[config.mk]
export PLATFORM = sky130hd
export DESIGN_NAME = qlr_route_broker
export DESIGN_NICKNAME = d
export VERILOG_FILES = /design/src/rtl/qlr_route_broker.sv
export SDC_FILE = /design/constraint.sdc
export NUM_CORES = 1
export LEC_CHECK = 0
export CAP_MARGIN = 5
export CELL_PAD_IN_SITES_DETAIL_PLACEMENT = 1
export CELL_PAD_IN_SITES_GLOBAL_PLACEMENT = 2
export CORE_AREA = 2 2 288 148
export CTS_CLUSTER_DIAMETER = 80
export DETAILED_ROUTE_END_ITERATION = 8
export DIE_AREA = 0 0 290 150
export GPL_TIMING_DRIVEN = 0
export PLACE_DENSITY = 0.72
export SETUP_SLACK_MARGIN = 0.15
export SYNTH_ARGS = -nofsm -noshare
export SYNTH_HDL_FRONTEND = slang
export SYNTH_SLANG_ARGS = --single-unit
export TNS_END_PERCENT = 5
[constraint.sdc]
create_clock -name clk -period 6.9 [get_ports clk]
set_input_delay 1.725 -clock clk [delete_from_list [all_inputs] [get_ports clk]]
set_output_delay 1.725 -clock clk [all_outputs]
set_load 0.02 [all_outputs]
[src/rtl/qlr_route_broker.sv]
// Route-request broker: round-robin admission of NUM_REQ requester channels into a
// small FIFO, serialised one at a time to the Q-learning engine with a per-request timeout.
//
// state    | meaning
// ---------+-----------------------------------------------------------
// ST_IDLE  | waiting for a queued request and an idle engine
// ST_ISSUE | ql_req strobe with the FIFO head's {src,dst}
// ST_WAIT  | waiting for ql_done; down-counter bounds the wait
// ST_RESP  | rsp_valid strobe to the head's channel; head popped
module qlr_route_broker #(
    parameter int NUM_REQ    = 9,
    parameter int ID_W       = 5,
    parameter int ROUTE_W    = 30,
    parameter int FIFO_DEPTH = 4,
    parameter int TIMEOUT    = 255
) (
    input  logic                          clk,
    input  logic                          reset,
    input  logic [NUM_REQ-1:0]            req_valid,
    input  logic [NUM_REQ*2*ID_W-1:0]     req_sd,
    output logic [NUM_REQ-1:0]            req_ready,
    input  logic                          ql_ready,
    output logic                          ql_req,
    output logic [2*ID_W-1:0]             ql_sd,
    input  logic                          ql_done,
    input  logic [ROUTE_W-1:0]            ql_route,
    output logic [NUM_REQ-1:0]            rsp_valid,
    output logic [ROUTE_W-1:0]            rsp_route,
    output logic                          rsp_timeout,
    output logic [$clog2(FIFO_DEPTH):0]   fifo_count,
    output logic                          busy,
    output logic [7:0]                    timeout_cnt
);
    localparam int SD_W  = 2 * ID_W;
    localparam int IDX_W = (NUM_REQ > 1) ? $clog2(NUM_REQ) : 1;
    localparam int PTR_W = $clog2(FIFO_DEPTH);
    localparam int CNT_W = PTR_W + 1;
    localparam int TMR_W = (TIMEOUT > 1) ? $clog2(TIMEOUT) : 1;

    typedef enum logic [1:0] {ST_IDLE, ST_ISSUE, ST_WAIT, ST_RESP} state_t;

    state_t             state;
    logic [NUM_REQ-1:0] pend;
    logic [IDX_W-1:0]   rr_ptr;
    logic [IDX_W-1:0]   fifo_ch [FIFO_DEPTH];
    logic [SD_W-1:0]    fifo_sd [FIFO_DEPTH];
    logic [PTR_W-1:0]   wr_ptr;
    logic [PTR_W-1:0]   rd_ptr;
    logic [TMR_W-1:0]   wait_left;
    logic [NUM_REQ-1:0] grant;
    logic [IDX_W-1:0]   grant_idx;
    logic               grant_any;
    logic               pop;
    logic               full;
    logic               can_push;
    logic [IDX_W-1:0]   head_ch;
    logic [SD_W-1:0]    head_sd;
    int                 scan;

    assign head_ch = fifo_ch[rd_ptr];
    assign head_sd = fifo_sd[rd_ptr];

    // The RESP pop frees a slot in the same cycle, so a full FIFO may still accept.
    always_comb begin
        pop       = (state == ST_RESP);
        full      = (fifo_count == CNT_W'(FIFO_DEPTH));
        can_push  = !reset && (!full || pop);
        grant     = '0;
        grant_idx = '0;
        grant_any = 1'b0;
        scan      = 0;
        for (int k = 0; k < NUM_REQ; k++) begin
            scan = int'(rr_ptr) + k;
            if (scan >= NUM_REQ) scan = scan - NUM_REQ;
            if (!grant_any && can_push && req_valid[scan] && !pend[scan]) begin
                grant_any   = 1'b1;
                grant_idx   = IDX_W'(scan);
                grant[scan] = 1'b1;
            end
        end
        req_ready = grant;
    end

    always_ff @(posedge clk) begin
        if (grant_any) begin
            fifo_ch[wr_ptr] <= grant_idx;
            fifo_sd[wr_ptr] <= req_sd[int'(grant_idx)*SD_W +: SD_W];
        end
    end

    always_ff @(posedge clk) begin
        if (reset) begin
            pend       <= '0;
            rr_ptr     <= '0;
            wr_ptr     <= '0;
            rd_ptr     <= '0;
            fifo_count <= '0;
        end else begin
            pend <= (pend | grant) & ~(pop ? rsp_valid : '0);
            if (grant_any) begin
                wr_ptr <= wr_ptr + PTR_W'(1);
                rr_ptr <= (grant_idx == IDX_W'(NUM_REQ - 1)) ? '0 : grant_idx + IDX_W'(1);
            end
            if (pop) rd_ptr <= rd_ptr + PTR_W'(1);
            case ({grant_any, pop})
                2'b10:   fifo_count <= fifo_count + CNT_W'(1);
                2'b01:   fifo_count <= fifo_count - CNT_W'(1);
                default: fifo_count <= fifo_count;
            endcase
        end
    end

    always_ff @(posedge clk) begin
        if (reset) begin
            state       <= ST_IDLE;
            ql_req      <= 1'b0;
            ql_sd       <= '0;
            rsp_valid   <= '0;
            rsp_route   <= '0;
            rsp_timeout <= 1'b0;
            busy        <= 1'b0;
            timeout_cnt <= '0;
            wait_left   <= '0;
        end else begin
            ql_req    <= 1'b0;
            rsp_valid <= '0;
            case (state)
                ST_IDLE: begin
                    if (fifo_count != '0 && ql_ready) begin
                        state  <= ST_ISSUE;
                        ql_req <= 1'b1;
                        ql_sd  <= head_sd;
                        busy   <= 1'b1;
                    end
                end
                ST_ISSUE: begin
                    state     <= ST_WAIT;
                    wait_left <= TMR_W'(TIMEOUT - 1);
                end
                ST_WAIT: begin
                    // A done arriving on the last permitted cycle still counts as an answer.
                    if (ql_done) begin
                        state       <= ST_RESP;
                        rsp_valid   <= NUM_REQ'(1) << head_ch;
                        rsp_route   <= ql_route;
                        rsp_timeout <= 1'b0;
                    end else if (wait_left == '0) begin
                        state       <= ST_RESP;
                        rsp_valid   <= NUM_REQ'(1) << head_ch;
                        rsp_route   <= '0;
                        rsp_timeout <= 1'b1;
                        if (timeout_cnt != 8'hFF) timeout_cnt <= timeout_cnt + 8'd1;
                    end else begin
                        wait_left <= wait_left - TMR_W'(1);
                    end
                end
                ST_RESP: begin
                    state       <= ST_IDLE;
                    busy        <= 1'b0;
                    rsp_route   <= '0;
                    rsp_timeout <= 1'b0;
                end
                default: state <= ST_IDLE;
            endcase
        end
    end
endmodule
Word-level counts from Yosys, hierarchy flattened. Memories as Yosys holds them, arrays and structs flattened. A register that Yosys moved wholly into a read port is not among the register bits. Index checks and enable logic that the tools add are counted.

Register bits after elaboration: 80. Memories kept: 2. RAM bits: 56. Output and inout bits: 72. Logic and storage cells: 300. Bits of input ports: 133.

Reductions and logical operators: 72. Bitwise logic cells: 14. Shifts and indexed selects: 2. $mul: 1. Add/subtract/negate cells: 24. Mux-type cells: 133. Eq/ne operators: 12. Magnitude comparators: 27.

Memories: fifo_sd (depth 4, bits a word 10, read ports 1, clocked after memory_dff 1, write ports 1, line 46) `logic [SD_W-1:0] fifo_sd [FIFO_DEPTH];`; fifo_ch (depth 4, bits a word 4, read ports 1, clocked after memory_dff 1, write ports 1, line 45) `logic [IDX_W-1:0] fifo_ch [FIFO_DEPTH];`.

Operators with widths (number): >= comparator 32 x 1 -> 1 bit, second input constant (9); less-than comparator 32 x 6 -> 1 bit, second input constant (9); 2-to-1 mux 32 bit (9); 2-to-1 mux 9 bit (12); indexed part select 90 x 9 -> 10 bit (1); bitwise OR 9 bit (9); binary-select mux 1 bit (select 4 bit) (18); 2-to-1 mux 1 bit (60); 2-to-1 mux 30 bit (2); case mux 30 bit (2 select lines) (1); subtractor 5 x 4 -> 6 bit, second input constant (8); >= comparator 5 x 4 -> 1 bit, second input constant (8); 2-to-1 mux 4 bit (10); logical AND 1 bit (37); demux 1 bit (select 4 bit) (9); adder 4 x 3 -> 5 bit, second input constant (4); zero test 1 bit (19); 2-to-1 mux 8 bit (2); case mux 8 bit (2 select lines) (1); adder 4 x 2 -> 5 bit, second input constant (2); 2-to-1 mux 2 bit (5); AND 9 bit (1); NOT 9 bit (1); << shifter 1 x 4 -> 9 bit, first input constant (1); other kinds (31) (47).

Logic depth before layout (Yosys ltp).
Word-level depth: 50. Gate-level depth with buffers: 27.

Least setup slack after synthesis. OpenSTA, ideal clock, no wires.

Path kind: flip-flop to output port. From: reg rr_ptr[0]. To: out req_ready[3]. Data arrival time: 4.946 ns. Data required time: 5.175 ns. Path slack: 0.229 ns. Cell stages (with the launch flop): 22. Cells stage by stage: dfxtp_1 buf_4 buf_6 inv_2 buf_2 buf_2 buf_1 ha_1 buf_2 inv_2 buf_2 mux2_2 mux4_2 o21ai_1 o31ai_1 o211ai_1 clkbuf_1 nand2_1 nor4_4 nand2_1 mux4_2 nand2_1.

Word-level cells in the longest chain between the ends: 48. Elaborated cells on any way between the ends: 202. Those cells by class: add/sub (17); order compare (27); mux (98); bitwise (8); reduce/logical (52).

Ends and longest elaborated chain: start: declaration (line 44) `logic [IDX_W-1:0] rr_ptr;`; start signal: assignment (line 102) `rr_ptr <= (grant_idx == IDX_W'(NUM_REQ - 1)) ? '0 : grant_idx + IDX_W'(1);`; parallel branches: the longest is 47 deep, another holds subtractor 5 x 4 -> 6 bit; 2-to-1 mux 9 bit (*) (line 75) `if (!grant_any && can_push && req_valid[scan] && !pend[scan]) begin`; end: declaration (line 21) `output logic [NUM_REQ-1:0] req_ready,`.

Mark *: on every way between the ends. The select of a mux whose other input is x is not followed.

Worst setup path in the final report. Ends and elaborated chain as after synthesis.

==> flow_summary.ini <==
[outcome]
run_status = finished, violations left
violated_checks = negative setup slack

[power_and_ir_drop]
intPower_mw = 5.38
clk_pwr_share_pct = 8.1
irDropWorstVdd_uv = 329
cellPowerDensity_nw_per_um2 = 658
total_leakage_power_nw = 6.35
sequentialPowerShare_pct = 15.3
comb_power_share_pct = 76.7
netSwitchingFraction_pct = 53.0
total_switching_power_mw = 6.06
power.total_mw = 11.4

[cts]
clockBufferDepth = 2
clk_pin_slew_worst_paths_ns = 0.07
tritoncts = built
skew_pair_late_insertion_delay_ns = 0.43
root_buffer = sky130_fd_sc_hd__clkbuf_16
cts_made_buffers = 17
htree_levels = 4
cts.hold.buffers_added = 0
cts.sinks = 148

[yosys]
post-synth-top-area-fraction_pct = 15.7
most_area_hungry_cell_type_in_the_yosys_netlist = sky130_fd_sc_hd__dfxtp_1
syn_nets = 1525
synth_seq_area_share_pct = 30.1
yosysWarnings = 0
dominantRegCellSynth = sky130_fd_sc_hd__dfxtp_1
synth.avg_cell_area_um2 = 8.66
synth.distinct_cells = 102
synth_top_cells_by_area = sky130_fd_sc_hd__dfxtp_1 (16%), sky130_fd_sc_hd__edfxtp_1 (14%), sky130_fd_sc_hd__mux2i_1 (7.4%)
edff_count_synth = 56
syn-cell-area_um2 = 11700
number_of_synthesized_register_bits = 148
netlist_instances = 1353
asyncSetResetFlopFracSynth_pct = 0

[layout]
n_antenna_cell = 0
finish.cell_count_without_fillers = 2236
area_growth_syn_to_layout_pct = 48.4
ratio_of_cells_with_drive_above_1_in_the_final_layout_pct = 26.5
num-fill-cells = 4661
nNetsFinal = 1845
area_of_the_multi_input_gates_um2 = 8900
area_of_all_sequential_standard_cells_um2 = 3540

[detailed_routing]
route.final.wire_length_mm = 64.5
detailedRoute.firstIterationViolations = 1412
avgRoutedWirePerCell_um = 28.8
ant_nets = 0
drt-pass1-iter-count = 5
route.detailed.vias_per_inst = 5.89
vias = 13200
drcViolationCount = 0

[place]
place_ws_ns = -3.40
gp_congestion = 1.06
buffer_ports.inserted = 204
dp_cells = 2108
hpwlAfterDp_mm = 49.8

[floorplanning]
start_util_pct = 28.5
die_h_um = 150
std_cell_rows = 53
io_pins = 205
die_width_um = 290
design.die.area_um2 = 43500
placeableCoreArea_um2 = 41200

[sta]
setup_viol = 1
report.final.slew_viol_count = 0
period_share_pct = 100
shortest_clock_period_the_worst_path_allows_after_layout_ns = 6.91
worst-slew-pin-transition_ns = 1.08
worst_clock_skew_ns = 0.0177
finalHoldViolCount = 0
fin_worst_hold_slack_ns = 0.455
max_clock_freq_mhz = 145
post-route-worst-setup-slack_ns = -0.00628
grt_setup_unrepaired = yes
slew_headroom_pct = 28.2

[min_path]
worstHoldStart = rsp_route[25]
hold_path_class = reg -> reg

[critical_path]
r2r_start = rr_ptr[0]
worst_path_max_delay_cell = sky130_fd_sc_hd__a311o_1
timing.critical_path.buf_inv = 4
slowest_delay_ns = 0.48
crit_start = rr_ptr[0]
criticalPathCategory = reg -> out
crit_path_cell_chain = buf_4 -> ha_1 -> buf_2 -> nand2_1 -> a311o_1 -> xnor2_2 -> mux2i_1 -> o211ai_2 -> a211oi_4 -> buf_6 -> or3_4 -> or2_4 -> nor2_1 -> a221oi_4 -> o221ai_2 -> a211oi_2 -> nand2_2 -> buf_6
critical-path-top-delay-family = compound AO/OA/AOI/OAI gates
critical_path_required_ns = 5.18
cpMostUsedCell = sky130_fd_sc_hd__buf_6
crit_path_end_kind = output port
timing.critical_path.fanout_max = 10
timing.critical_path.arrival_ns = 5.18
cp-start-kind = flop

[global_routing]
antenna_found_initial = 0
maximum_number_of_pins_on_one_net_before_global_route_repair = 17
via_count_of_the_first_global_routing_pass = 13100
grt_remaining_overflow = 0
grtUsageTotal_pct = 28.8
grt_pass1_wl_mm = 91.3

[job]
max-cap-violations = 0
[routing by layer]
layer	vias up	wire [µm]	track usage, %	share of wire [%]
li1	5738	-	-	-
met1	6602	30700	42.6	48
met2	763	22900	35.5	36
met3	66	9930	15.9	15
met4	2	826	4.48	1.3
met5	-	55	0	0.085
[worst reg2reg max path: stages, from the launching register on]
cell	delay [ns]
sky130_fd_sc_hd__dfxtp_4	0.39
sky130_fd_sc_hd__buf_8	0.11
sky130_fd_sc_hd__buf_12	0.12
sky130_fd_sc_hd__inv_16	0.05
sky130_fd_sc_hd__buf_12	0.12
sky130_fd_sc_hd__buf_12	0.12
sky130_fd_sc_hd__buf_12	0.15
sky130_fd_sc_hd__ha_4	0.27
sky130_fd_sc_hd__buf_12	0.14
sky130_fd_sc_hd__inv_4	0.08
sky130_fd_sc_hd__buf_12	0.16
sky130_fd_sc_hd__nand2_1	0.10
sky130_fd_sc_hd__a21boi_0	0.09
sky130_fd_sc_hd__or3_1	0.38
sky130_fd_sc_hd__a211o_1	0.29
sky130_fd_sc_hd__buf_4	0.16
sky130_fd_sc_hd__a211o_1	0.42
sky130_fd_sc_hd__a221o_1	0.49
sky130_fd_sc_hd__a221oi_1	0.83
sky130_fd_sc_hd__a31o_2	0.51
sky130_fd_sc_hd__nand2_1	0.38
sky130_fd_sc_hd__o211a_1	0.44
[cell usage in the layout (no fill, tap or decap), types with 9 or more instances in the layout]
master	netlist	routed
sky130_fd_sc_hd__inv_1	27	27
sky130_fd_sc_hd__nor2b_1	22	10
sky130_fd_sc_hd__buf_12	0	12
sky130_fd_sc_hd__xnor2_1	28	22
sky130_fd_sc_hd__o22ai_1	14	11
sky130_fd_sc_hd__buf_6	5	23
sky130_fd_sc_hd__o211ai_1	10	10
sky130_fd_sc_hd__o21a_1	14	13
sky130_fd_sc_hd__edfxtp_1	56	56
sky130_fd_sc_hd__nor3_1	38	29
sky130_fd_sc_hd__or2_2	15	14
sky130_fd_sc_hd__o211a_1	13	13
sky130_fd_sc_hd__xor2_1	13	11
sky130_fd_sc_hd__mux2i_1	87	81
sky130_fd_sc_hd__nand2b_1	31	25
sky130_fd_sc_hd__clkbuf_16	0	18
sky130_fd_sc_hd__buf_4	12	93
sky130_fd_sc_hd__nand4_1	12	12
sky130_fd_sc_hd__buf_2	20	16
sky130_fd_sc_hd__mux4_2	23	23
sky130_fd_sc_hd__a22oi_1	21	19
sky130_fd_sc_hd__o21ai_0	43	37
sky130_fd_sc_hd__a21o_1	10	10
sky130_fd_sc_hd__a211o_1	11	10
sky130_fd_sc_hd__a21oi_1	114	106
sky130_fd_sc_hd__nor2b_4	0	10
sky130_fd_sc_hd__nor2_1	103	94
sky130_fd_sc_hd__clkbuf_1	38	27
sky130_fd_sc_hd__nand3_1	61	57
sky130_fd_sc_hd__and2_1	9	9
sky130_fd_sc_hd__clkdlybuf4s50_1	0	186
sky130_fd_sc_hd__nand2_1	134	125
sky130_fd_sc_hd__dfxtp_1	92	88
sky130_fd_sc_hd__ha_1	38	31
[synth_stat cells, types with 13 or more instances]
cell type                  number
sky130_fd_sc_hd__nand2b_1      31
sky130_fd_sc_hd__inv_1         27
sky130_fd_sc_hd__mux2i_1       87
sky130_fd_sc_hd__nor2b_1       22
sky130_fd_sc_hd__dfxtp_1       92
sky130_fd_sc_hd__buf_2         20
sky130_fd_sc_hd__o21ai_0       43
sky130_fd_sc_hd__or2_2         15
sky130_fd_sc_hd__o211a_1       13
sky130_fd_sc_hd__nand2_1      134
sky130_fd_sc_hd__xor2_1        13
sky130_fd_sc_hd__a22oi_1       21
sky130_fd_sc_hd__xnor2_1       28
sky130_fd_sc_hd__a21oi_1      114
sky130_fd_sc_hd__nor2_1       103
sky130_fd_sc_hd__o22ai_1       14
sky130_fd_sc_hd__clkbuf_1      38
sky130_fd_sc_hd__ha_1          38
sky130_fd_sc_hd__nand3_1       61
sky130_fd_sc_hd__o21a_1        14
sky130_fd_sc_hd__nor3_1        38
sky130_fd_sc_hd__mux4_2        23
sky130_fd_sc_hd__edfxtp_1      56
sky130_fd_sc_hd__a211oi_1      15
[final cells by class]
cell class	instances	area share, %
multi-input combinational	1087	51.2
sequential	148	20.3
timing repair buffer	302	16.4
tap	550	3.96
buffer	84	3.89
clock buffer	18	2.47
inverter	33	0.950
clock inverter	14	0.813
[power by group through the flow]
stage / combinational (mW) / clock, mW / sequential [mW]
2_1_floorplan: 4.41 / 0 / 1.75
3_3_place_gp: 6.87 / 0 / 1.74
3_5_place_dp: 6.98 / 0 / 1.76
4_1_cts: 8.15 / 0.942 / 1.75
5_1_grt: 9.14 / 0.983 / 1.78
6_report: 8.77 / 0.921 / 1.75
[worst paths after layout]
| kind | endpoint | slack [ns] | cells after the start |
|---|---|---|---|
| max reg2reg | fifo_sd[1][0] | 0.83 | 21 |
| min reg2reg | rsp_route[25] | 0.45 | 2 |
| min | rsp_route[25] | 0.45 | 2 |
| max | req_ready[3] | -0.006 | 18 |
[through the flow]
step	TNS [ns]	util (%)	instance area (µm²)
2_1_floorplan	0	-	11700
3_3_place_gp	-150.89	35.1	14500
3_5_place_dp	-150.20	35.1	14500
4_1_cts	0	41.1	16900
5_1_grt	-0.246	42.2	17400
6_report	-0.00628	42.2	17400
[registers in the layout (all words and copies together), names as in the netlist, named ones only]
signal,flops
state,2
rsp_valid,9
rr_ptr,4
busy,1
rsp_route,30
rsp_timeout,1
timeout_cnt,8
wr_ptr,2
pend,9
ql_sd,10
fifo_sd,40
wait_left,8
fifo_count,3
fifo_ch,16
rd_ptr,2
ql_req,1
[logic make-up (layout without fill, tap and decap cells)]
| group | count (synthesis) | after routing | synth area share, % |
|---|---|---|---|
| simple gates | 500 | 500 | 21.7 |
| compound gates | 388 | 388 | 23.3 |
| flops | 148 | 148 | 30.1 |
| buf+inv | 118 | 451 | 4.70 |
| mux | 116 | 116 | 12.5 |
| xor+xnor | 44 | 44 | 3.53 |
| fa+ha+maj | 39 | 39 | 4.23 |
[what timing repair did]
| item | CTS | global route |
|---|---|---|
| cloned | 2 | 0 |
| pin swaps | 49 | 25 |
| endpoints found under the setup margin | 139 | 9 |
| setup buffers | 79 | 16 |
| resized for setup | 365 | 71 |
(Power assumes the default switching activity.)
